**config.mk**
```make
export PLATFORM = sky130hd
export DESIGN_NAME = nr_divider
export DESIGN_NICKNAME = d
export VERILOG_FILES = /design/src/rtl/nr_pkg.sv /design/src/rtl/mul_shift_add_16x24.sv /design/src/rtl/nr_divider.sv
export SDC_FILE = /design/constraint.sdc
export NUM_CORES = 1
export LEC_CHECK = 0
export ABC_AREA = 0
export BUFFER_PORTS_ARGS = -buffer_cell sky130_fd_sc_hd__buf_2
export CORE_MARGIN = 3
export CORE_UTILIZATION = 25
export DETAILED_ROUTE_END_ITERATION = 8
export PLACE_DENSITY_LB_ADDON = 0.08
export SYNTH_ARGS = -nofsm -noshare
export SYNTH_HDL_FRONTEND = slang
export SYNTH_SLANG_ARGS = --single-unit
```
**constraint.sdc**
```tcl
create_clock -name clk -period 3.2 [get_ports clk]
set_clock_uncertainty 0.05 [all_clocks]
set_input_delay 0.48 -clock clk [delete_from_list [all_inputs] [get_ports clk]]
set_output_delay 0.48 -clock clk [all_outputs]
set_load 0.1 [all_outputs]
```
**src/rtl/nr_pkg.sv**
```systemverilog
// Shared types and widths for the Newton-Raphson based divider.
package nr_pkg;

  typedef enum logic [2:0] {
    S_IDLE,
    S_CHECK,
    S_RECIP_REQ,
    S_RECIP_WAIT,
    S_MUL,
    S_ROUND,
    S_DONE
  } state_t;

  localparam int unsigned OP_W       = 16;
  localparam int unsigned RECIP_W    = 24;
  localparam int unsigned RECIP_FRAC = 19;
  localparam int unsigned Q_FRAC     = 8;
  localparam int unsigned Q_W        = 24;
  localparam int unsigned PROD_W     = OP_W + RECIP_W;
  localparam int unsigned MUL_ITERS  = OP_W;
  // Product bit holding quotient weight 2^-8, and first bit above the [15:-8] window
  localparam int unsigned Q_LSB      = RECIP_FRAC - Q_FRAC;
  localparam int unsigned Q_TOP      = Q_LSB + Q_W;

  localparam logic [Q_W-1:0] Q_SAT = 24'hFFFFFF;

  // Slice P[15:-8] out of the product, saturating when P[20:16] is non-zero
  function automatic logic [Q_W-1:0] quotient_of(input logic [PROD_W-1:0] p);
    if ((p >> Q_TOP) != '0) begin
      return Q_SAT;
    end
    return Q_W'(p >> Q_LSB);
  endfunction

endpackage

```
**src/rtl/mul_shift_add_16x24.sv**
```systemverilog
// 16x24 shift-add multiplier: one multiplier bit per cycle, LSB first.
// A sentinel bit above the multiplier marks the end of the 16 iterations.
module mul_shift_add_16x24
  import nr_pkg::*;
(
  input  logic                 clk,
  input  logic                 rst_n,
  input  logic                 start,
  input  logic [OP_W-1:0]      multiplier,
  input  logic [RECIP_W-1:0]   multiplicand,
  output logic                 ready,
  output logic [PROD_W-1:0]    product
);

  logic [OP_W:0]       mplier;
  logic [PROD_W-1:0]   mcand;
  logic                running_c;
  logic                last_c;

  assign running_c = (mplier[OP_W:1] != '0);
  assign last_c    = (mplier[OP_W:1] == OP_W'(1));

  always_ff @(posedge clk) begin
    if (!rst_n) begin
      mplier  <= '0;
      mcand   <= '0;
      product <= '0;
      ready   <= 1'b0;
    end else begin
      ready <= 1'b0;
      if (start) begin
        mplier  <= {1'b1, multiplier};
        mcand   <= PROD_W'(multiplicand);
        product <= '0;
      end else if (running_c) begin
        if (mplier[0]) begin
          product <= product + mcand;
        end
        mplier <= mplier >> 1;
        mcand  <= mcand << 1;
        ready  <= last_c;
      end
    end
  end

endmodule

```
**src/rtl/nr_divider.sv**
```systemverilog
// Unsigned 16/16 divider using an external reciprocal unit and a shift-add multiply.
// Define NR_DIV_ROUND_EN to round the quotient half-up at 2^-9 instead of truncating.
module nr_divider
  import nr_pkg::*;
#(
  parameter int unsigned TIMEOUT_CYCLES = 1023
) (
  input  logic                 clk,
  input  logic                 rst_n,
  input  logic                 start,
  input  logic [OP_W-1:0]      dividend,
  input  logic [OP_W-1:0]      divisor,
  output logic                 ready,
  output logic                 busy,
  output logic [Q_W-1:0]       quotient,
  output logic                 div_by_zero,
  output logic                 timeout_err,
  output logic                 recip_start,
  output logic [OP_W-1:0]      recip_input0,
  input  logic                 recip_ready,
  input  logic [RECIP_W-1:0]   recip_output0
);

  localparam int unsigned CNT_RAW = $clog2(TIMEOUT_CYCLES + 1);
  localparam int unsigned CNT_W   = (CNT_RAW > 4) ? CNT_RAW : 4;
  localparam logic [CNT_W-1:0] CNT_MAX  = CNT_W'(TIMEOUT_CYCLES);
  localparam logic [CNT_W-1:0] MUL_LAST = CNT_W'(MUL_ITERS - 1);
`ifdef NR_DIV_ROUND_EN
  localparam logic [PROD_W-1:0] ROUND_INC = PROD_W'(1) << (Q_LSB - 1);
`else
  localparam logic [PROD_W-1:0] ROUND_INC = '0;
`endif

  state_t              state, state_d;
  logic [OP_W-1:0]     dividend_q, divisor_q;
  logic [CNT_W-1:0]    cnt;
  logic                ready_d, busy_d, dbz_d, tmo_d, recip_start_d;
  logic [Q_W-1:0]      quotient_d;
  logic [OP_W-1:0]     recip_input_d;
  logic                mul_start_c;
  logic                mul_ready;
  logic [PROD_W-1:0]   product;
  logic [PROD_W-1:0]   rounded_c;

  mul_shift_add_16x24 u_mul (
    .clk          (clk),
    .rst_n        (rst_n),
    .start        (mul_start_c),
    .multiplier   (dividend_q),
    .multiplicand (recip_output0),
    .ready        (mul_ready),
    .product      (product)
  );

  always_ff @(posedge clk) begin
    if (!rst_n) begin
      state <= S_IDLE;
    end else begin
      state <= state_d;
    end
  end

  always_comb begin
    state_d = state;
    case (state)
      S_IDLE:       if (start) state_d = S_CHECK;
      S_CHECK:      state_d = (divisor_q == '0) ? S_DONE : S_RECIP_REQ;
      S_RECIP_REQ:  state_d = S_RECIP_WAIT;
      S_RECIP_WAIT: begin
        if (recip_ready) begin
          state_d = S_MUL;
        end else if (cnt == CNT_MAX) begin
          state_d = S_DONE;
        end
      end
      S_MUL:        if (cnt == MUL_LAST) state_d = S_ROUND;
      S_ROUND:      state_d = S_DONE;
      S_DONE:       state_d = S_IDLE;
      default:      state_d = S_IDLE;
    endcase
  end

  // Next values of the registered outputs; the reciprocal answer wins over a same-cycle timeout
  always_comb begin
    ready_d       = (state_d == S_DONE);
    busy_d        = (state_d != S_IDLE);
    recip_start_d = (state_d == S_RECIP_REQ);
    recip_input_d = recip_input0;
    quotient_d    = quotient;
    dbz_d         = div_by_zero;
    tmo_d         = timeout_err;
    mul_start_c   = 1'b0;
    rounded_c     = product + ROUND_INC;
    case (state)
      S_IDLE: begin
        if (start) begin
          dbz_d = 1'b0;
          tmo_d = 1'b0;
        end
      end
      S_CHECK: begin
        if (divisor_q == '0) begin
          dbz_d      = 1'b1;
          quotient_d = Q_SAT;
        end else begin
          recip_input_d = divisor_q;
        end
      end
      S_RECIP_WAIT: begin
        if (recip_ready) begin
          mul_start_c = 1'b1;
        end else if (cnt == CNT_MAX) begin
          tmo_d      = 1'b1;
          quotient_d = Q_SAT;
        end
      end
      S_ROUND: begin
        if (mul_ready) begin
          quotient_d = quotient_of(rounded_c);
        end
      end
      default: ;
    endcase
  end

  always_ff @(posedge clk) begin
    if (!rst_n) begin
      ready        <= 1'b0;
      busy         <= 1'b0;
      quotient     <= '0;
      div_by_zero  <= 1'b0;
      timeout_err  <= 1'b0;
      recip_start  <= 1'b0;
      recip_input0 <= '0;
    end else begin
      ready        <= ready_d;
      busy         <= busy_d;
      quotient     <= quotient_d;
      div_by_zero  <= dbz_d;
      timeout_err  <= tmo_d;
      recip_start  <= recip_start_d;
      recip_input0 <= recip_input_d;
    end
  end

  // Operand capture; cnt is the reciprocal wait counter, then the multiply iteration index
  always_ff @(posedge clk) begin
    if (!rst_n) begin
      dividend_q <= '0;
      divisor_q  <= '0;
      cnt        <= '0;
    end else begin
      case (state)
        S_IDLE: begin
          if (start) begin
            dividend_q <= dividend;
            divisor_q  <= divisor;
          end
        end
        S_RECIP_REQ: cnt <= '0;
        S_RECIP_WAIT: begin
          if (recip_ready) begin
            cnt <= '0;
          end else if (cnt != CNT_MAX) begin
            cnt <= cnt + CNT_W'(1);
          end
        end
        S_MUL: cnt <= cnt + CNT_W'(1);
        default: ;
      endcase
    end
  end

endmodule
```
==> results of run 1 <==
[worst reg2reg max path, cell delays in order, from the launching register on]
cell,delay [ps]
dfxtp_1,330
ha_1,220
fa_1,440
a21oi_2,160
o2111ai_1,190
a41oi_2,260
a21oi_1,140
a211o_2,430
a221oi_2,260
xnor2_1,150
nand2_1,60
a21oi_1,180
[cells in the final DEF (no fill, tap or decap), types with 9 or more instances in the layout]
| cell type | n |
|---|---|
| buf_4 | 25 |
| clkbuf_16 | 17 |
| nor2_1 | 35 |
| o21ai_0 | 27 |
| o221a_2 | 24 |
| dfxtp_1 | 188 |
| mux2i_1 | 20 |
| xor2_1 | 14 |
| nor4_1 | 10 |
| xnor2_1 | 23 |
| a21oi_1 | 104 |
| and3_1 | 9 |
| nand3_1 | 38 |
| a21boi_0 | 50 |
| nor2b_1 | 23 |
| nand2_1 | 260 |
| ha_1 | 40 |
| nand4_1 | 16 |
| o211a_1 | 23 |
| buf_2 | 103 |
| inv_1 | 12 |
| a21o_1 | 24 |
[kinds of logic (layout without fill, tap and decap cells)]
| logic type | Yosys count | in the layout | share of synthesized area |
|---|---|---|---|
| simple gates | 438 | 438 | 0.2104 |
| xor+xnor | 37 | 37 | 0.03434 |
| buf+inv | 89 | 172 | 0.04243 |
| mux | 20 | 20 | 0.02121 |
| compound gates | 311 | 311 | 0.2376 |
| flops | 188 | 188 | 0.3988 |
| fa+ha+maj | 41 | 41 | 0.05516 |
[repair_timing]
action / 4_1_cts / 5_1_grt
setup endpoints to repair: 0 / 6
hold buffers: 0 / 0
resized for setup: 0 / 7
[area by class of cell]
| class | instances | share of cell area |
|---|---|---|
| clock buffer | 17 | 0.03848 |
| multi-input combinational | 847 | 0.4812 |
| timing repair buffer | 128 | 0.06361 |
| inverter | 12 | 0.004075 |
| clock inverter | 15 | 0.01517 |
| sequential | 188 | 0.3405 |
| tap | 504 | 0.05705 |
[registers in the layout, summed over array words and instances (netlist names)]
name and count:
busy 1, cnt 10, div_by_zero 1, dividend_q 16, divisor_q 16, quotient 24, ready 1, recip_input0 16
recip_start 1, state 3, timeout_err 1, u_mul.mcand 40, u_mul.mplier 17, u_mul.product 40, u_mul.ready 1
[per-layer routing]
layer	wire length (um)	vias to the layer above	global-route usage
met5	0	-	0
met4	310	0	0.03689
met3	832	15	0.02389
met2	13070	114	0.2284
met1	14430	3696	0.1974
li1	-	4126	-
[report_power, final]
part           switching [uW]  total (uW)  leakage [uW]  internal, uW
clock                    1110        2160      0.000285          1050
combinational             675         896       0.00290           221
sequential               72.9        2510       0.00152          2440
total                    1860        5570       0.00471          3710
[worst paths after layout]
path                            cells after the start  slack [ps]                 to
worst max-delay path                               11         250  u_mul.product[38]
worst min-delay path                                3         220      divisor_q[12]
worst max register to register                     11         250  u_mul.product[38]
worst min register to register                      2         410   u_mul.product[5]
[stage by stage]
step                      worst slack [ps]  hold slack, ps
after floorplan                      449.5           383.9
after global placement               150.7           395.0
after detailed placement             107.7           401.4
after CTS                            65.53           192.0
after global routing                 47.38           210.0
final                                252.1           217.5
==> results.md, run 1 <==
- Syn_area_per_cell: 8.396 um2
- Tcrit/Tclk final: 0.9212
- Final #Nets: 1,295
- Cells along the critical path: ha_1 > fa_1 > a21oi_2 > o2111ai_1 > a41oi_2 > a21oi_1 > a211o_2 > a221oi_2 > xnor2_1 > nand2_1 > a21oi_1
- Htree depth: 4
- Slew headroom: 0.4300
- Share of post-route cells with drive strength above 1: 0.1756
- Worst Setup SP: u_mul.mcand[0]
- Pins over their slew limit: 0
- Dpl hpwl: 20,570 um
- Placed cells: 1,679
- Cell Area, Placed: 10,430 um2
- Row cnt: 70
- Clk pin slew, worst setup/hold paths: 80 ps
- Worst Hold Class: primary input to flop
- Top post-synthesis cells by count: nand2_1 (261), dfxtp_1 (188), a21oi_1 (105)
- Seq. cell area: 3764 um2
- Die ar.: 40,110 um2
- TritonCTS clock tree: yes
- Slowest stage delay, CP: 440 ps
- Max Cap Viol: 0
- #FFs+latches synth: 188
- Async SR Flop Fraction: 0
- IO buf count: 104
- Design Area, Final: 11,050 um2
- Critical Path End Type: flop
- Overflow after GRT: 0
- Status: complete, no violations
- Setup violators final: 0
- Netlist Area Pre-Place: 9437 um2
- Leak pwr: 0.004709 uW
- CP most frequent cell: a21oi_1
- Starting density of the core: 0.2559
- Final ANT Viol Nets: 0
- Post-Syn Nets: 1,225
- Ys Warns: 0
- P&R area growth vs syn: 17.14%
- Ports: 105
- TritonRoute pass-1 iters: 4
- Hold path startpoint: divisor[12]
- Filler Cells Inserted: 4,042
- Post-CTS setup buffers: 0
- All-Layer GR Usage: 0.1418
- Top cell type's share of synthesized area: 0.3988
- Worst-margin pin slew: 855.1 ps
- Placer Congestion: 0.8230
- Die Ht: 200.3 um
- DRC viols: 0
- Worst EP arrival: 3270 ps
- Minimum clock period: 2948 ps
- Sink Count: 188
- Iteration-0 DRC Markers: 417
- Power per cell area: 504.1 nW/um2
- Number of antenna violations at the first check in global routing: 0
- Max Clk Rate: 0.3392 GHz
- Clock tree buffer depth: 2
- Largest net degree at the start of global routing: 65
- Worst Path Required: 3530 ps
- N_diodes: 0
- Slowest cell on the critical path: fa_1
- Critical Path Fanout Max: 4
- Synth Instances: 1,124
- Max VDD drop: 0.3798 mV
- Drt wl/cell: 16.74 um
- Top post-synthesis cells by area: dfxtp_1 (40%), nand2_1 (10%), a21oi_1 (5.6%)
- Reg-to-Reg Start: u_mul.mcand[0]
- Sequential area share after synthesis: 0.3988
- Netlist cell types: 71
- Setup TNS Final: 0 ps
- EDFF count, synth: 0
- Critical Setup Path Class: flop to flop
- Root Buffer: clkbuf_16
- Synth Flop Type: dfxtp_1
- Leading area contributor after synthesis: dfxtp_1
- First-pass GRT wire length: 45,690 um
- Area of the multi-input gates: 5319 um2
- Final core utilization: 0.2998
- Chip Width: 200.3 um
- WL final: 28,650 um
- Core Area: 36,870 um2
- Startpoint types: flop
- RSZ-0062 raised after global routing: no
- Power, Total: 5573 uW
- Count leader, synth: nand2_1
- Bufs and invs on worst path: 0
- Worst-Skew Late Latency: 450 ps
- Final Hold Viols: 0
- Number of global-route vias before repair: 7,968
- Vias: 7,951
- CP top delay family: compound AO/OA/AOI/OAI gates
- Vias per inst: 4.647
- Non-filler cells, final: 1,711
- TritonCTS Buffers: 17
Note: power is estimated with default switching activity, not from simulation.
==> run 2, diff against run 1 <==
- CTS_BUF_LIST: not set -> sky130_fd_sc_hd__clkbuf_4 sky130_fd_sc_hd__clkbuf_8
- REMOVE_ABC_BUFFERS: not set -> 1
==> run 2 against run 1 <==
  * Clock power is 22% lower
  * Largest power group unchanged
  * Non-clock buffer count is 3 lower
  * Worst hold slack worse by 49 ps
  * Cell count is 0.18% lower
  * Utilization is 0.55 points lower
  * Die area stayed put
  * Register-to-register slack hardly changed
  * Power is 8.4% lower
  * Routed wire length is 1.3% lower
  * Critical path depth stayed put
  * Sequential power hardly changed
==> results.md, run 2 (synthesized netlist as in run 1, its figures left out) <==
- Post-CTS setup buffers: 0 (unchanged)
- RSZ-0062 raised after global routing: no
- Critical Setup Path Class: flop to flop
- Sw power: 1721 uW (-7.4%)
- Slew headroom: 0.3632 (-0.06676)
- Most common cell after layout, fill and taps aside: nand2_1
- Vias: 8,053 (+1.3%)
- TritonCTS clock tree: yes
- Setup violators final: 0 (unchanged)
- Met2 wire len: 12,620 um (-3.4%)
- Sink Count: 188 (unchanged)
- Iteration-0 DRC Markers: 326 (-22%)
- Tcrit/Tclk final: 0.9227 (+0.001514)
- Number of global-route vias before repair: 8,169 (+2.5%)
- Starting density of the core: 0.2559 (unchanged)
- Biggest regs: u_mul.mcand (40), u_mul.product (40), quotient (24)
- WL final: 28,270 um (-1.3%)
- Htree depth: 4 (unchanged)
- Worst-Skew Late Latency: 490 ps (+40 ps)
- Critical Path Fanout Max: 4 (unchanged)
- Power per cell area: 470.5 nW/um2 (-6.7%)
- Startpoint types: flop
- Hold_buf cts: 0 (unchanged)
- Die Ht: 200.3 um (unchanged)
- Cell Area, Placed: 10,420 um2 (about the same)
- Minimum clock period: 2953 ps (+4.846 ps)
- N_diodes: 0 (unchanged)
- Cell Int Power: 3385 uW (-8.9%)
- Setup TNS Final: 0 ps (unchanged)
- Overflow after GRT: 0 (unchanged)
- Final ANT Viol Nets: 0 (unchanged)
- First-pass GRT wire length: 45,500 um (-0.42%)
- Root Buffer: clkbuf_8
- DRC viols: 0 (unchanged)
- Status: complete, no violations
- Max VDD drop: 0.2418 mV (-36%)
- Row cnt: 70 (unchanged)
- Filler Cells Inserted: 4,020 (-0.54%)
- IO buf count: 104 (unchanged)
- Pins over their slew limit: 0 (unchanged)
- Design Area, Final: 10,850 um2 (-1.8%)
- Number of antenna violations at the first check in global routing: 0 (unchanged)
- TritonCTS Buffers: 17 (unchanged)
- Vias per inst: 4.715 (+1.5%)
- Final Hold Viols: 0 (unchanged)
- DR WL met3: 698 um (-16%)
- Placer Congestion: 0.7858 (-4.5%)
- Clock group share of total power: 0.331 (-0.057)
- Ports: 105 (unchanged)
- Comb pwr share: 0.176 (+0.015)
- Dpl hpwl: 19,830 um (-3.6%)
- Die ar.: 40,110 um2 (unchanged)
- All-Layer GR Usage: 0.1411 (-0.0007109)
- TritonRoute pass-1 iters: 5 (+1)
- Worst EP arrival: 3290 ps (+20 ps)
- P&R area growth vs syn: 14.98%
- Switching Share: 0.3370 (+0.003463)
- Final #Nets: 1,292 (-0.23%)
- Core Area: 36,870 um2 (unchanged)
- Largest net degree at the start of global routing: 61 (-6.2%)
- Worst-margin pin slew: 955.2 ps (+100.1 ps)
- Top sig layer: met4
- Sequential power share: 0.493 (+0.042)
- Max Clk Rate: 0.3387 GHz (-0.16%)
- Clock tree buffer depth: 2 (unchanged)
- Drt wl/cell: 16.55 um (-1.1%)
- Critical Path End Type: flop
- Most frequent cells in the layout: nand2_1 (260), dfxtp_1 (188), a21oi_1 (104)
- Worst Hold Class: primary input to flop
- Share of post-route cells with drive strength above 1: 0.1736 (-0.002054)
- Chip Width: 200.3 um (unchanged)
- Metal-1 WL: 14,530 um (+0.69%)
- Worst Path Required: 3540 ps (about the same)
- Clk pin slew, worst setup/hold paths: 110 ps (+30 ps)
- Cts repair resizes: 0 (unchanged)
- Leak pwr: 0.004625 uW (-1.8%)
- Max Cap Viol: 0 (unchanged)
==> run 2: cell type report <==
cell class | instances | area (um2) | share of cell area
inverter | 12 | 45.04 | 0.004151
clock inverter | 14 | 155.1 | 0.01430
tap | 504 | 630.6 | 0.05812
timing repair buffer | 125 | 693.2 | 0.06388
clock buffer | 18 | 241.5 | 0.02226
multi-input combinational | 847 | 5321 | 0.4904
sequential | 188 | 3764 | 0.3469
==> run 2: power by group through the flow <==
stage	Sequential [uW]	Combinational, uW	Clock, uW
6_report	2520	899	1690
5_1_grt	2530	968	1860
4_1_cts	2520	915	1780
3_5_place_dp	2570	914	0
3_3_place_gp	2570	915	0
2_1_floorplan	2920	291	0
==> run 2: path summary, 6_finish.rpt <==
| path | from | end | slack [ps] | depth (start not counted) |
|---|---|---|---|---|
| min reg2reg | u_mul.product[9] | u_mul.product[9] | 410 | 2 |
| max | u_mul.mcand[0] | u_mul.product[34] | 250 | 11 |
| min | recip_output0[15] | u_mul.mcand[15] | 170 | 2 |
| max reg2reg | u_mul.mcand[0] | u_mul.product[34] | 250 | 11 |
==> run 2: per-stage QoR <==
stage	worst slack (ps)	std cells	hold WS (ps)	util	total power, uW
detailed placement	103.2	1676	400.6	0.2825	3487
floorplan	-133.3	1047	386.2	-	3214
global route	10.30	1708	117.5	0.2943	5362
global placement	139.9	1676	395.4	0.2825	3488
finish	247.3	1708	168.6	0.2943	5106
CTS	49.37	1708	119.1	0.2932	5215
==> run 2: metal layers <==
layer / vias to the layer above / track usage
met5: - / 0
met4: 0 / 0.03689
met3: 17 / 0.02665
met2: 95 / 0.2273
met1: 3842 / 0.1946
li1: 4099 / -
==> run 2: critical path, stage by stage, from the launching register on <==
cell and delay (ps):
dfxtp_1 340, ha_1 220, fa_1 440, a21oi_2 190, o2111ai_2 190, a41oi_2 240
a21oi_1 120, a211o_2 430, a31oi_2 230, o21a_1 160, nor4_1 40, nand3b_1 170
==> run 3, diff against run 2 <==
- SLEW_MARGIN: not set -> 20
- clock period: 3.2 -> 3.76 ns (I/O delays scaled with it)
==> run 3 against run 2 <==
  * Utilization shrank 0.054 points
  * Global-route usage shrank 0.15 points
  * Power shrank 13%
  * Worst hold slack gained 87 ps
  * Non-clock buffer count shrank 2
  * Clock power shrank 9%
  * Critical path depth is the same
  * Sequential power shrank 15%
  * Largest power group unchanged
  * Routed wire length shrank 0.63%
==> results.md, run 3 (synthesized netlist as in run 1, its figures left out) <==
- Dpl hpwl: 20,050 um (+1.1%)
- Slowest stage delay, CP: 520 ps (+80 ps)
- Placed cells: 1,674 (-0.12%)
- Critical Path End Type: flop
- Placer Congestion: 0.7706 (-1.9%)
- Cells along the critical path: ha_1 > fa_1 > a21oi_1 > o2111ai_1 > nand2_1 > o21ai_1 > a41oi_1 > o211ai_1 > o31ai_1 > nor4_1 > or3b_1
- Drt wl/cell: 16.47 um (-0.51%)
- WL final: 28,090 um (-0.63%)
- Max Clk Rate: 0.2936 GHz (-13%)
- Clock tree buffer depth: 2 (unchanged)
- Worst Hold Class: primary input to flop
- Vias: 7,993 (-0.75%)
- Setup TNS Final: 0 ps (unchanged)
- Final ANT Viol Nets: 0 (unchanged)
- Status: complete, no violations
- Most frequent cells in the layout: nand2_1 (260), dfxtp_1 (188), a21oi_1 (105)
- Non-filler cells, final: 1,706 (-0.12%)
- Slew headroom: 0.4804 (+0.1172)
- Max VDD drop: 0.2162 mV (-11%)
- Setup violators final: 0 (unchanged)
- Worst-margin pin slew: 775.8 ps (-179.4 ps)
- Hold slack: 255.6 ps (+87.08 ps)
- Cts repair resizes: 0 (unchanged)
- Clk pin slew, worst setup/hold paths: 110 ps (about the same)
- Starting density of the core: 0.2559 (unchanged)
- RSZ-0062 raised after global routing: no
- Tcrit/Tclk final: 0.9059 (-0.01679)
- Worst Path Required: 4080 ps (+540 ps)
- Final #Nets: 1,290 (-0.15%)
- Number of antenna violations at the first check in global routing: 0 (unchanged)
- Slowest cell on the critical path: a41oi_1
- TritonCTS clock tree: yes
- Row cnt: 70 (unchanged)
- Worst EP arrival: 3730 ps (+440 ps)
- Pins over their slew limit: 0 (unchanged)
- Power, Total: 4444 uW (-13%)
- Number of global-route vias before repair: 8,043 (-1.5%)
- Die Ht: 200.3 um (unchanged)
- Critical Setup Path Class: flop to flop
- Top sig layer: met4
- Filler Cells Inserted: 4,016 (-0.10%)
- Sink Count: 188 (unchanged)
- DR WL met3: 725 um (+3.9%)
- Area of the multi-input gates: 5284 um2 (-0.71%)
- Most common cell after layout, fill and taps aside: nand2_1
- TritonRoute pass-1 iters: 5 (unchanged)
- All-Layer GR Usage: 0.1396 (-0.001494)
- Overflow after GRT: 0 (unchanged)
- Largest net degree at the start of global routing: 69 (+13%)
- Worst Setup SP: u_mul.mcand[0]
- IO buf count: 104 (unchanged)
- CP top delay family: compound AO/OA/AOI/OAI gates
- Post-CTS setup buffers: 0 (unchanged)
- Vias per inst: 4.685 (-0.63%)
- Share of post-route cells with drive strength above 1: 0.1664 (-0.007199)
- Hold path startpoint: divisor[8]
- Worst-Skew Late Latency: 490 ps (about the same)
- Iteration-0 DRC Markers: 406 (+25%)
- Power per cell area: 410.4 nW/um2 (-13%)
- Final Hold Viols: 0 (unchanged)
- Chip Width: 200.3 um (unchanged)
- Critical Path Fanout Max: 3 (-1)
- Htree depth: 4 (unchanged)
- Die ar.: 40,110 um2 (unchanged)
- First-pass GRT wire length: 45,190 um (-0.68%)
- R2R setup slack: 350 ps (+110 ps)
- DRC viols: 0 (unchanged)
- Seq. cell area: 3764 um2 (unchanged)
- Leak pwr: 0.004624 uW (about the same)
- Bufs and invs on worst path: 0 (unchanged)
- Biggest regs: u_mul.mcand (40), u_mul.product (40), quotient (24)
- TritonCTS Buffers: 17 (unchanged)
- Reg-to-Reg Start: u_mul.mcand[0]
- Metal-1 WL: 14,330 um (-1.4%)
- Ports: 105 (unchanged)
- Max Cap Viol: 0 (unchanged)
- Minimum clock period: 3406 ps (+453.6 ps)
- Startpoint types: flop
- Root Buffer: clkbuf_8
- Met2 wire len: 12,760 um (+1.1%)
- N_diodes: 0 (unchanged)
- Hold_buf cts: 0 (unchanged)
- P&R area growth vs syn: 14.77%
- Core Area: 36,870 um2 (unchanged)
run 3: final cells by class:
class | count | area share
Multi-Input combinational cell | 847 | 0.4879
Sequential cell | 188 | 0.3475
Timing Repair Buffer | 123 | 0.06146
Tap cell | 504 | 0.05823
Clock buffer | 18 | 0.02230
Clock inverter | 14 | 0.01848
Inverter | 12 | 0.004159
run 3: worst min-delay path: stages:
cell and delay, ps:
buf_2 90, nand2_1 40, a21boi_0 60
run 3: through the flow:
| step | setup slack, ps | instance area, um2 | utilization |
|---|---|---|---|
| global route | 79.38 | 10830 | 0.2937 |
| detailed placement | 441.4 | 10390 | 0.2817 |
| global placement | 506.4 | 10390 | 0.2817 |
| finish | 353.7 | 10830 | 0.2937 |
| floorplan | 370.1 | 9081 | - |
| CTS | 390.0 | 10830 | 0.2937 |
run 3: power by group:
part           internal, uW  switching [uW]  leakage (uW)  total [uW]
sequential             2080            62.3       0.00152        2140
combinational           190             578       0.00288         768
clock                   695             841      0.000221        1540
total                  2960            1480       0.00462        4440
run 3: final timing paths:
kind                             to  depth (start not counted)
setup / recovery  u_mul.product[36]                         11
hold / removal         divisor_q[8]                          3
hold reg to reg     u_mul.mplier[4]                          2
setup reg to reg  u_mul.product[36]                         11
run 3: routing by layer:
layer / global-route usage / vias to the layer above
li1: - / 4092
met1: 0.1945 / 3786
met2: 0.2256 / 101
met3: 0.02665 / 14
met4: 0.02961 / 0
met5: 0 / -
